--- src/rtl/if_fetch_unit_if.sv ---
// Bundle of the fetch unit's instruction-memory port, decode handshake and redirect request.
// The master side is the fetch unit; the slave side is the memory/decode environment.
`timescale 1ns/1ps
interface if_fetch_unit_if;
  // Instruction memory port
  logic [31:0] imem_addr;
  logic [3:0]  imem_rmask;
  logic [31:0] imem_rdata;
  logic        imem_resp;
  // Decode handshake
  logic        id_valid;
  logic        id_ready;
  logic [31:0] id_inst;
  logic [31:0] id_pc;
  logic [31:0] id_pc_next;
  logic [63:0] id_order;
  // Flush / redirect request
  logic        redirect_valid;
  logic [31:0] redirect_pc;

  modport master (
    output imem_addr, imem_rmask, id_valid, id_inst, id_pc, id_pc_next, id_order,
    input  imem_rdata, imem_resp, id_ready, redirect_valid, redirect_pc
  );

  modport slave (
    input  imem_addr, imem_rmask, id_valid, id_inst, id_pc, id_pc_next, id_order,
    output imem_rdata, imem_resp, id_ready, redirect_valid, redirect_pc
  );
endinterface

--- src/rtl/if_fetch_unit.sv ---
// Instruction fetch stage: owns the PC, keeps at most one imem read in flight,
// buffers returned words in a small circular queue and hands them to decode.
//
// Handshake: a word moves to decode on every rising edge where id_valid=1 and
// id_ready=1; while id_valid=1 and id_ready=0 the head fields are held stable.
// id_valid never depends on id_ready. A redirect in the same cycle cancels the
// transfer. On the memory side a request is the single cycle imem_rmask=4'hF,
// and its response is the later single cycle imem_resp=1.
`timescale 1ns/1ps
module if_fetch_unit #(
  parameter logic [31:0] RESET_PC    = 32'h1eceb000,
  parameter int          QUEUE_DEPTH = 2
) (
  input  logic            clk,
  input  logic            rst,
  if_fetch_unit_if.master bus,
  output logic [1:0]      dbg_state_o
);

  localparam int            PW         = (QUEUE_DEPTH > 1) ? $clog2(QUEUE_DEPTH) : 1;
  localparam int            CW         = $clog2(QUEUE_DEPTH + 1);
  localparam logic [PW-1:0] LAST_PTR   = PW'(QUEUE_DEPTH - 1);
  localparam logic [CW:0]   DEPTH_C    = (CW + 1)'(QUEUE_DEPTH);
  localparam logic [31:0]   RESET_PC_A = RESET_PC & 32'hFFFF_FFFC;

  // ISSUE: nothing outstanding; WAIT: one request outstanding;
  // DROP: one request outstanding whose response is thrown away.
  typedef enum logic [1:0] {
    ST_ISSUE = 2'd0,
    ST_WAIT  = 2'd1,
    ST_DROP  = 2'd2
  } state_e;

  state_e        state_q, state_d;
  logic [31:0]   pc_q, pc_d;
  logic [31:0]   req_pc_q, req_pc_d;
  logic [63:0]   order_q, order_d;
  logic [CW-1:0] count_q, count_d;
  logic [PW-1:0] head_q, head_d;
  logic [PW-1:0] tail_q, tail_d;
  logic [31:0]   inst_q    [QUEUE_DEPTH];
  logic [31:0]   pcb_q     [QUEUE_DEPTH];
  logic [31:0]   pcn_q     [QUEUE_DEPTH];

  logic          resp_wait;
  logic          push;
  logic          pop;
  logic          room;
  logic          issue;
  logic [CW:0]   count_after;
  logic [31:0]   seq_pc;
  logic [31:0]   fetch_pc;

  assign seq_pc = req_pc_q + 32'd4;

  // FSM state register
  always_ff @(posedge clk or negedge rst) begin
    if (!rst) begin
      state_q <= ST_ISSUE;
    end else begin
      state_q <= state_d;
    end
  end

  // FSM next state; redirect overrides everything and only keeps DROP if a request is still out
  always_comb begin
    state_d = state_q;
    if (bus.redirect_valid) begin
      state_d = (state_q == ST_ISSUE || bus.imem_resp) ? ST_ISSUE : ST_DROP;
    end else begin
      case (state_q)
        ST_ISSUE: if (issue) state_d = ST_WAIT;
        ST_WAIT:  if (bus.imem_resp) state_d = issue ? ST_WAIT : ST_ISSUE;
        ST_DROP:  if (bus.imem_resp) state_d = ST_ISSUE;
        default:  state_d = ST_ISSUE;
      endcase
    end
  end

  // FSM outputs: push/pop decisions, request issue (capacity includes the in-flight word) and decode view
  always_comb begin
    resp_wait   = (state_q == ST_WAIT) && bus.imem_resp;
    push        = resp_wait && !bus.redirect_valid;
    pop         = (count_q != '0) && bus.id_ready && !bus.redirect_valid;
    count_after = {1'b0, count_q} + {{CW{1'b0}}, push} - {{CW{1'b0}}, pop};
    room        = count_after < DEPTH_C;
    fetch_pc    = resp_wait ? seq_pc : pc_q;
    issue       = 1'b0;
    case (state_q)
      ST_ISSUE: issue = room;
      ST_WAIT:  issue = bus.imem_resp && room;
      default:  issue = 1'b0;
    endcase
    issue = issue && rst && !bus.redirect_valid;

    bus.imem_addr  = fetch_pc;
    bus.imem_rmask = issue ? 4'hF : 4'h0;
    bus.id_valid   = (count_q != '0);
    bus.id_inst    = inst_q[head_q];
    bus.id_pc      = pcb_q[head_q];
    bus.id_pc_next = pcn_q[head_q];
    bus.id_order   = order_q;
    dbg_state_o    = state_q;
  end

  // Datapath next values: PC, request PC, order and queue pointers
  always_comb begin
    pc_d     = pc_q;
    req_pc_d = issue ? fetch_pc : req_pc_q;
    order_d  = pop ? order_q + 64'd1 : order_q;
    count_d  = count_after[CW-1:0];
    head_d   = head_q;
    tail_d   = tail_q;
    if (bus.redirect_valid) begin
      pc_d    = bus.redirect_pc & 32'hFFFF_FFFC;
      count_d = '0;
      head_d  = '0;
      tail_d  = '0;
    end else begin
      if (push) pc_d = seq_pc;
      if (pop)  head_d = (head_q == LAST_PTR) ? '0 : head_q + PW'(1);
      if (push) tail_d = (tail_q == LAST_PTR) ? '0 : tail_q + PW'(1);
    end
  end

  // Datapath registers and fetch buffer storage
  always_ff @(posedge clk or negedge rst) begin
    if (!rst) begin
      pc_q     <= RESET_PC_A;
      req_pc_q <= RESET_PC_A;
      order_q  <= '0;
      count_q  <= '0;
      head_q   <= '0;
      tail_q   <= '0;
      for (int i = 0; i < QUEUE_DEPTH; i++) begin
        inst_q[i] <= '0;
        pcb_q[i]  <= '0;
        pcn_q[i]  <= '0;
      end
    end else begin
      pc_q     <= pc_d;
      req_pc_q <= req_pc_d;
      order_q  <= order_d;
      count_q  <= count_d;
      head_q   <= head_d;
      tail_q   <= tail_d;
      if (push) begin
        inst_q[tail_q] <= bus.imem_rdata;
        pcb_q[tail_q]  <= req_pc_q;
        pcn_q[tail_q]  <= seq_pc;
      end
    end
  end

endmodule
--- src/flat_wrapper.sv ---
// flat-port wrapper written by rule: the top's interface ports become plain ports
module if_fetch_unit_flat 
#(
  parameter logic [31:0] RESET_PC    = 32'h1eceb000,
  parameter int          QUEUE_DEPTH = 2
)
  (clk, rst, dbg_state_o, bus_imem_addr, bus_imem_rmask, bus_id_valid, bus_id_inst, bus_id_pc, bus_id_pc_next, bus_id_order, bus_imem_rdata, bus_imem_resp, bus_id_ready, bus_redirect_valid, bus_redirect_pc);
  if_fetch_unit_if bus_i ();
  input  logic clk;
  input  logic rst;
  output logic [1:0] dbg_state_o;
  output wire logic [$bits(bus_i.imem_addr)-1:0] bus_imem_addr;
  output wire logic [$bits(bus_i.imem_rmask)-1:0] bus_imem_rmask;
  output wire logic [$bits(bus_i.id_valid)-1:0] bus_id_valid;
  output wire logic [$bits(bus_i.id_inst)-1:0] bus_id_inst;
  output wire logic [$bits(bus_i.id_pc)-1:0] bus_id_pc;
  output wire logic [$bits(bus_i.id_pc_next)-1:0] bus_id_pc_next;
  output wire logic [$bits(bus_i.id_order)-1:0] bus_id_order;
  input wire logic [$bits(bus_i.imem_rdata)-1:0] bus_imem_rdata;
  input wire logic [$bits(bus_i.imem_resp)-1:0] bus_imem_resp;
  input wire logic [$bits(bus_i.id_ready)-1:0] bus_id_ready;
  input wire logic [$bits(bus_i.redirect_valid)-1:0] bus_redirect_valid;
  input wire logic [$bits(bus_i.redirect_pc)-1:0] bus_redirect_pc;
  assign bus_imem_addr = bus_i.imem_addr;
  assign bus_imem_rmask = bus_i.imem_rmask;
  assign bus_id_valid = bus_i.id_valid;
  assign bus_id_inst = bus_i.id_inst;
  assign bus_id_pc = bus_i.id_pc;
  assign bus_id_pc_next = bus_i.id_pc_next;
  assign bus_id_order = bus_i.id_order;
  assign bus_i.imem_rdata = bus_imem_rdata;
  assign bus_i.imem_resp = bus_imem_resp;
  assign bus_i.id_ready = bus_id_ready;
  assign bus_i.redirect_valid = bus_redirect_valid;
  assign bus_i.redirect_pc = bus_redirect_pc;
  if_fetch_unit #(.RESET_PC(RESET_PC), .QUEUE_DEPTH(QUEUE_DEPTH)) u_core (.clk(clk), .rst(rst), .bus(bus_i), .dbg_state_o(dbg_state_o));
endmodule
--- config.mk ---
export PLATFORM = sky130hd
export DESIGN_NAME = if_fetch_unit_flat
export DESIGN_NICKNAME = d
export VERILOG_FILES = /design/src/rtl/if_fetch_unit_if.sv /design/src/rtl/if_fetch_unit.sv /design/src/flat_wrapper.sv
export SDC_FILE = /design/constraint.sdc
export NUM_CORES = 1
export LEC_CHECK = 0
export CORE_MARGIN = 2
export CORE_UTILIZATION = 47
export DETAILED_ROUTE_END_ITERATION = 6
export DONT_BUFFER_PORTS = 1
export HOLD_SLACK_MARGIN = 0.02
export PLACE_DENSITY = 0.6
export SLEW_MARGIN = 20
export SYNTH_ARGS = -nofsm -noshare
export SYNTH_HDL_FRONTEND = slang
export SYNTH_SLANG_ARGS = --single-unit
--- constraint.sdc ---
create_clock -name clk -period 4.65 [get_ports clk]
set_clock_uncertainty 0.15 [all_clocks]
set_input_delay 0.93 -clock clk [delete_from_list [all_inputs] [get_ports clk]]
set_output_delay 0.93 -clock clk [all_outputs]
set_load 0.02 [all_outputs]
# After elaboration in Yosys (flattened, before gate mapping)
# Index checks and enable logic that the tools add are counted.
classes:
  order_cmp: 4
  addsub: 6
  reduce_logical: 15
  bitwise: 2
  n_eq_ne: 5
  muxes: 33
ops:
  columns: ["operator", "n"]
  rows:
  - ["32-bit 2-to-1 mux", 13]
  - ["64-bit bitwise mux", 3]
  - ["64-bit by 1-bit adder with 64-bit output, second input constant", 1]
  - ["32-bit by 3-bit adder with 32-bit output, second input constant", 1]
  - ["32-bit demux with 1-bit select", 1]
  - ["2-bit 2-to-1 mux", 6]
  - ["1-bit logical AND", 8]
  - ["1-bit 2-to-1 mux", 7]
  - ["3-bit != test, second input constant", 2]
  - ["2-bit one-hot mux with 3 select lines", 1]
  - ["2-bit nonzero test", 3]
  - ["2-bit >= comparator, second input constant", 2]
  - ["4-bit 2-to-1 mux", 1]
  - ["1-bit NOT with 2-bit output", 2]
  - ["2-bit by 1-bit adder with 3-bit output", 1]
  - ["3-bit by 2-bit < comparator with 1-bit output, second input constant", 1]
  - ["3-bit by 2-bit != test with 1-bit output, second input constant", 1]
  - ["3-bit AND reduction", 1]
  - ["3-bit by 1-bit subtractor with 3-bit output", 1]
  - ["1-bit adder, second input constant", 2]
  - ["2-bit by 1-bit == test with 1-bit output, second input constant", 1]
  - ["2-bit == test, second input constant", 1]
  - ["2-bit logical NOT", 1]
  - ["2-bit by 1-bit < comparator with 1-bit output, second input constant", 1]
  - ["3 further kinds", 3]
word_totals:
  wordCells: 78
  in_bits: 69
  register_bits: 326
  out_inout_bits: 199

# Depth between registers and ports, before layout
logic_depth:
  depth_word: 14
  ltp_mapped: 15
  depth_no_buf: 13

# Least setup slack after synthesis
# Ideal clock, no wire load.
synth_timing:
  path_kind: "input to output"
  from: "in bus_id_ready"
  to: "out bus_imem_rmask[0]"
  t_required_ns: 3.570
  path_stages: 14
  path_slack_ns: 0.074
  t_arrival_ns: 3.496
  n_path_buf: 3
  cell_sequence: "o21ai_1 -> nor2_1 -> ha_1 -> inv_1 -> ha_1 -> inv_1 -> fa_1 -> xnor2_1 -> nand3_1 -> or2_2 -> clkbuf_1 -> inv_1 -> buf_1 -> buf_4"
synth_via:
  elab_chain_len: 9
synth_lines:
  columns: ["item", "line", "source"]
  rows:
  - ["start, declared", "flat_wrapper.sv:21", "input wire logic [$bits(bus_i.id_ready)-1:0] bus_id_ready;"]
  - ["1-bit logical AND * (2 in series)", "if_fetch_unit.sv:84", "pop = (count_q != '0) && bus.id_ready && !bus.redirect_valid;"]
  - ["net u_core.pop", "if_fetch_unit.sv:47", "logic pop;"]
  - ["3-bit by 1-bit subtractor with 3-bit output *", "if_fetch_unit.sv:85", "count_after = {1'b0, count_q} + {{CW{1'b0}}, push} - {{CW{1'b0}}, pop};"]
  - ["3-bit by 2-bit < comparator with 1-bit output *", "if_fetch_unit.sv:86", "room = count_after < DEPTH_C;"]
  - ["1-bit logical AND", "if_fetch_unit.sv:91", "ST_WAIT: issue = bus.imem_resp && room;"]
  - ["1-bit one-hot mux with 2 select lines *", "if_fetch_unit.sv:89", "case (state_q)"]
  - ["1-bit logical AND * (2 in series)", "if_fetch_unit.sv:94", "issue = issue && rst && !bus.redirect_valid;"]
  - ["net u_core.issue", "if_fetch_unit.sv:49", "logic issue;"]
  - ["4-bit 2-to-1 mux *", "if_fetch_unit.sv:97", "bus.imem_rmask = issue ? 4'hF : 4'h0;"]
  - ["end, declared", "flat_wrapper.sv:13", "output wire logic [$bits(bus_i.imem_rmask)-1:0] bus_imem_rmask;"]
# The timed path passes the listed nets; every way through them passes the cells marked *.

# Final worst setup path
layout_timing:
  from: "reg u_core.state_q[0] (netlist: u_core.dbg_state_o[0])"
  to: "out bus_imem_rmask[3]"
layout_via:
  elab_chain_len: 11
  word_cells_on_any_way: 12
  cone_classes: "2 x add/sub; 1 x order compare; 1 x eq/ne; 2 x mux; 6 x reduce/logical"
layout_lines:
  columns: ["item", "line", "source"]
  rows:
  - ["start, declared", "if_fetch_unit.sv:34", "state_e state_q, state_d;"]
  - ["start signal, assigned", "if_fetch_unit.sv:61", "state_q <= state_d;"]
  - ["2-bit by 1-bit == test with 1-bit output", "if_fetch_unit.sv:82, if_fetch_unit.sv:89", null]
  - ["1-bit logical AND", "if_fetch_unit.sv:82", "resp_wait = (state_q == ST_WAIT) && bus.imem_resp;"]
  - ["1-bit logical AND", "if_fetch_unit.sv:83", "push = resp_wait && !bus.redirect_valid;"]
  - ["2-bit by 1-bit adder with 3-bit output", "if_fetch_unit.sv:85", null]
  - ["3-bit by 1-bit subtractor with 3-bit output", "if_fetch_unit.sv:85", null]
  - ["3-bit by 2-bit < comparator with 1-bit output", "if_fetch_unit.sv:86", null]
  - ["1-bit logical AND", "if_fetch_unit.sv:91", null]
  - ["1-bit one-hot mux with 2 select lines *", "if_fetch_unit.sv:89", null]
  - ["1-bit logical AND * (2 in series)", "if_fetch_unit.sv:94", null]
  - ["4-bit 2-to-1 mux *", "if_fetch_unit.sv:97", null]
# Every way passes the cells marked *; elsewhere a longest branch is shown, timed or not.

==> summary.md <==
| Metric | Value |
|---|---|
| Comb power frac | approximately a quarter |
| Outcome | complete, but fails checks |
| Max FO, Critical Path | 5 |
| Crit path DAT | 3.28 ns |
| Worst VDD drop | 0.000300 V |
| Total core area | 31600 µm² |
| Vias per inst | 5.55 |
| Synth Flop Type | dfrtp_1 |
| Leak pwr | 7.76 nW |
| Layout Nets | 1486 |
| Number of synthesized flops with an enable pin | 0 |
| Switching share of power | 34.1% |
| DRT iter0 DRCs | between 500 and 600 |
| Inserted Clock Buffers | 36 |
| # clock sinks | around 320 |
| Internal power | 5.98 mW |
| Hold Path Class | primary input to asynchronous set/reset pin |
| Drt total wl | 36.4 mm |
| RR Endpoint | u_core.req_pc_q[11] |
| Layout area overhead | 9.10% |
| Multi-input logic area | 6520 µm² |
| CTS clock-pin slew for the worst setup and hold paths | 0.06 ns |
| Gpl congestion | 0.755 |
| Flop pwr share | between 40% and 50% |
| Syn Inst Count | 1465 |
| CP Launch Type | flip-flop |
| Crit end category | output pin |
| Worst hold slack | -0.0257 ns |
| Clock power share | 30.4% |
| Layout cells sized above 1 | 20.1% |
| Post-synthesis async set-or-reset flop share | 100% |
| Die X-Extent | 184 µm |
| Die area | 33700 µm² |
| Register area | between 8000 and 9000 µm² |
| Yosys warning total | 0 |
| Starting Density | 47.9% |
| DR pass1 iterations | 5 |
| Path depth of the worst reg2reg path | 12 |
| Synth cell types | 60 |
| R2r startpoint | u_core.dbg_state_o[0] |
| Setup bufs post-CTS | 0 |
| Antenna Violating Nets Remaining | 0 |
| Std cell rows | 65 |
| Slew HR | 15.8% |
| Cell area after layout | 16500 µm² |
| Remaining DRCs | 0 |
| Tcrit/Tclk final | 93.8% |
| Syn nets | about 1500 |
| Final setup viols | 0 |
| Routed len/inst | 19.7 µm |
| Final Hold Violating Endpoints | 5 |
| R2R Setup Slk | 1.00 ns |
| Routed wl met2 | 17.2 mm |
| Post-CTS Resized | 0 |
| Pwr Density | 549 nW/µm² |
| Top Layer Used | met4 |
| Hpwl dp | 22.6 mm |
| M1 WL | 16.4 mm |
| Slew Limit Fails | 0 |
| H-tree depth | 2 |
| Clk Tree Root Cell | clkbuf_16 |
| Min cycle time layout | 4.36 ns |
| IO Count | 268 |
| Global Route Usage Sum | 21.5% |
| Antenna violations before repair | 0 |
| Die H | 184 µm |
| Fmax achieved | 229 MHz |
| Met3 wire len | roughly 2.2 mm |
| Slew @ Worst Pin | 1.26 ns |
| WS Path Type | flip-flop to output pin |
| Failing checks | negative hold slack |
| First-pass GRT wire length | roughly 58 mm |
| Clk Latency, worst-skew pair | 0.51 ns |
| Cell area after synthesis | 15200 µm² |
| CP required | 3.57 ns |
| Mean Syn Cell Area | 10.3 µm² |
| Post-place instance area | 15400 µm² |
| Overall via count from detail_route | 10200 |
| Antenna Diode Count | 0 |
| Setup_tns | 0 ns |
| Port Buf Inserts | 0 |
| Largest net degree at the start of global routing | 324 |
| RSZ-0062 raised after global routing | false |
| Number of synthesized register bits | 322 |
| CTS tree | done |
| Psw | 3.09 mW |
| Seq/Total Area, Yosys | 53.4% |
| Maximum root-to-sink buffer count | 3 |
| Vias in the first global route | 10400 |
| Fillers | 2844 |
| Max Cap Violations | 0 |
| GRT Residual Overflow | 0 |
-- cells in the final DEF (no fill, tap or decap), types with 4 or more instances in the layout --
cell | Yosys | layout
buf_4 | 9 | 8
nand3_1 | 34 | 34
clkbuf_1 | 61 | 11
and2_1 | 4 | 4
a31oi_1 | 13 | 13
clkbuf_8 | 0 | 10
xnor2_1 | 57 | 57
dfrtp_1 | 298 | 297
mux2i_1 | 5 | 5
ha_1 | 4 | 4
nor3_1 | 18 | 18
clkbuf_16 | 0 | 37
o21a_1 | 6 | 6
or4_1 | 4 | 4
nor3b_1 | 10 | 10
o22ai_1 | 5 | 5
nor2_1 | 67 | 66
dfstp_2 | 24 | 24
a221oi_1 | 4 | 4
o22a_1 | 7 | 7
mux2_2 | 173 | 173
a21oi_1 | 29 | 29
and4_1 | 10 | 10
and3_1 | 13 | 13
xor2_1 | 36 | 36
inv_1 | 30 | 29
nand2_1 | 328 | 327
o21ai_0 | 88 | 88
nand4_1 | 35 | 35
buf_12 | 0 | 5
a2bb2oi_1 | 7 | 7
nor4_1 | 9 | 9
-- synthesized netlist by cell type, types with 5 or more instances --
library cell / n / area, µm²
dfrtp_1: 298 / 7460
buf_1: 13 / 48.8
nor4_1: 9 / 56.3
nor3b_1: 10 / 75.1
mux2i_1: 5 / 50.1
nand3_1: 34 / 170
inv_1: 30 / 113
mux2_2: 173 / 1950
o22a_1: 7 / 61.3
buf_2: 18 / 90.1
dfstp_2: 24 / 631
nor3_1: 18 / 90.1
xnor2_1: 57 / 499
nor2_1: 67 / 251
a2bb2oi_1: 7 / 61.3
o21ai_0: 88 / 440
and3_1: 13 / 81.3
o22ai_1: 5 / 31.3
xor2_1: 36 / 315
a21oi_1: 29 / 145
o21a_1: 6 / 45.0
and4_1: 10 / 87.6
clkbuf_1: 61 / 229
nand4_1: 35 / 219
nand2_1: 328 / 1230
buf_4: 9 / 67.6
a31oi_1: 13 / 81.3
-- registers in the layout (all words and copies together), names as in the netlist --
register	count
u_core.req_pc_q	32
u_core.tail_q	1
u_core.pc_q	32
u_core.pcn_q	64
u_core.dbg_state_o	2
u_core.pcb_q	60
u_core.inst_q	64
u_core.bus.id_order	64
u_core.count_q	2
u_core.head_q	1
-- critical path: stages, from the launching register on --
cell      delay [ns]
dfrtp_1         0.55
and3b_2         0.26
nand2b_1        0.19
inv_1           0.18
ha_1            0.16
inv_1           0.05
fa_1            0.39
xnor2_1         0.14
nand3_1         0.10
or2_2           0.36
inv_2           0.37
-- cell families after synthesis --
logic type      synth area share, %
buf+inv                        3.79
flops                          53.4
compound gates                 6.79
mux                            13.2
simple gates                   17.0
fa+ha+maj                     0.462
xor+xnor                       5.37
-- area by class of cell --
cell class	instances	area share, %
flip-flops and latches	322	48.9
multi-input cells	1009	39.4
clock buffers	58	6.68
well taps	402	3.04
repair buffers	13	0.969
inverters	30	0.681
clock inverters	7	0.288
-- per-layer routing --
layer | global-route usage [%] | vias up
met2 | 35.4 | 248
li1 | - | 4885
met3 | 4.93 | 43
met5 | 0 | -
met1 | 28.9 | 5042
met4 | 5.38 | 0
-- how the worst max path moves through the flow --
stage                          startpoint                end  slack (ns)  cells past startpoint
detailed placement          bus_imem_resp  bus_imem_rmask[3]        0.51                     10
finish              u_core.dbg_state_o[0]  bus_imem_rmask[3]        0.29                     10
floorplan                    bus_id_ready  bus_imem_rmask[0]        0.07                     14
CTS                 u_core.dbg_state_o[0]  bus_imem_rmask[3]        0.25                     10
global route        u_core.dbg_state_o[0]  bus_imem_rmask[3]        0.16                     10
global placement            bus_imem_resp  bus_imem_rmask[0]        0.52                     10
-- metrics by stage --
stage	util [%]	power, mW	cells	setup slack [ns]
final	52.3	9.08	1841	0.288
after detailed placement	48.6	6.38	1776	0.513
after global routing	52.3	9.58	1841	0.159
after CTS	52.3	9.18	1841	0.249
after floorplan	-	5.90	1465	0.0738
after global placement	48.6	6.31	1776	0.517
-- power by group through the flow --
stage | clock network, mW | logic (mW) | registers, mW
2_1_floorplan | 0 | 2.02 | 3.88
3_3_place_gp | 0 | 2.17 | 4.14
3_5_place_dp | 0 | 2.20 | 4.17
4_1_cts | 2.83 | 2.22 | 4.13
5_1_grt | 2.94 | 2.40 | 4.24
6_report | 2.76 | 2.19 | 4.13
Power figures use the tool's default switching activity.
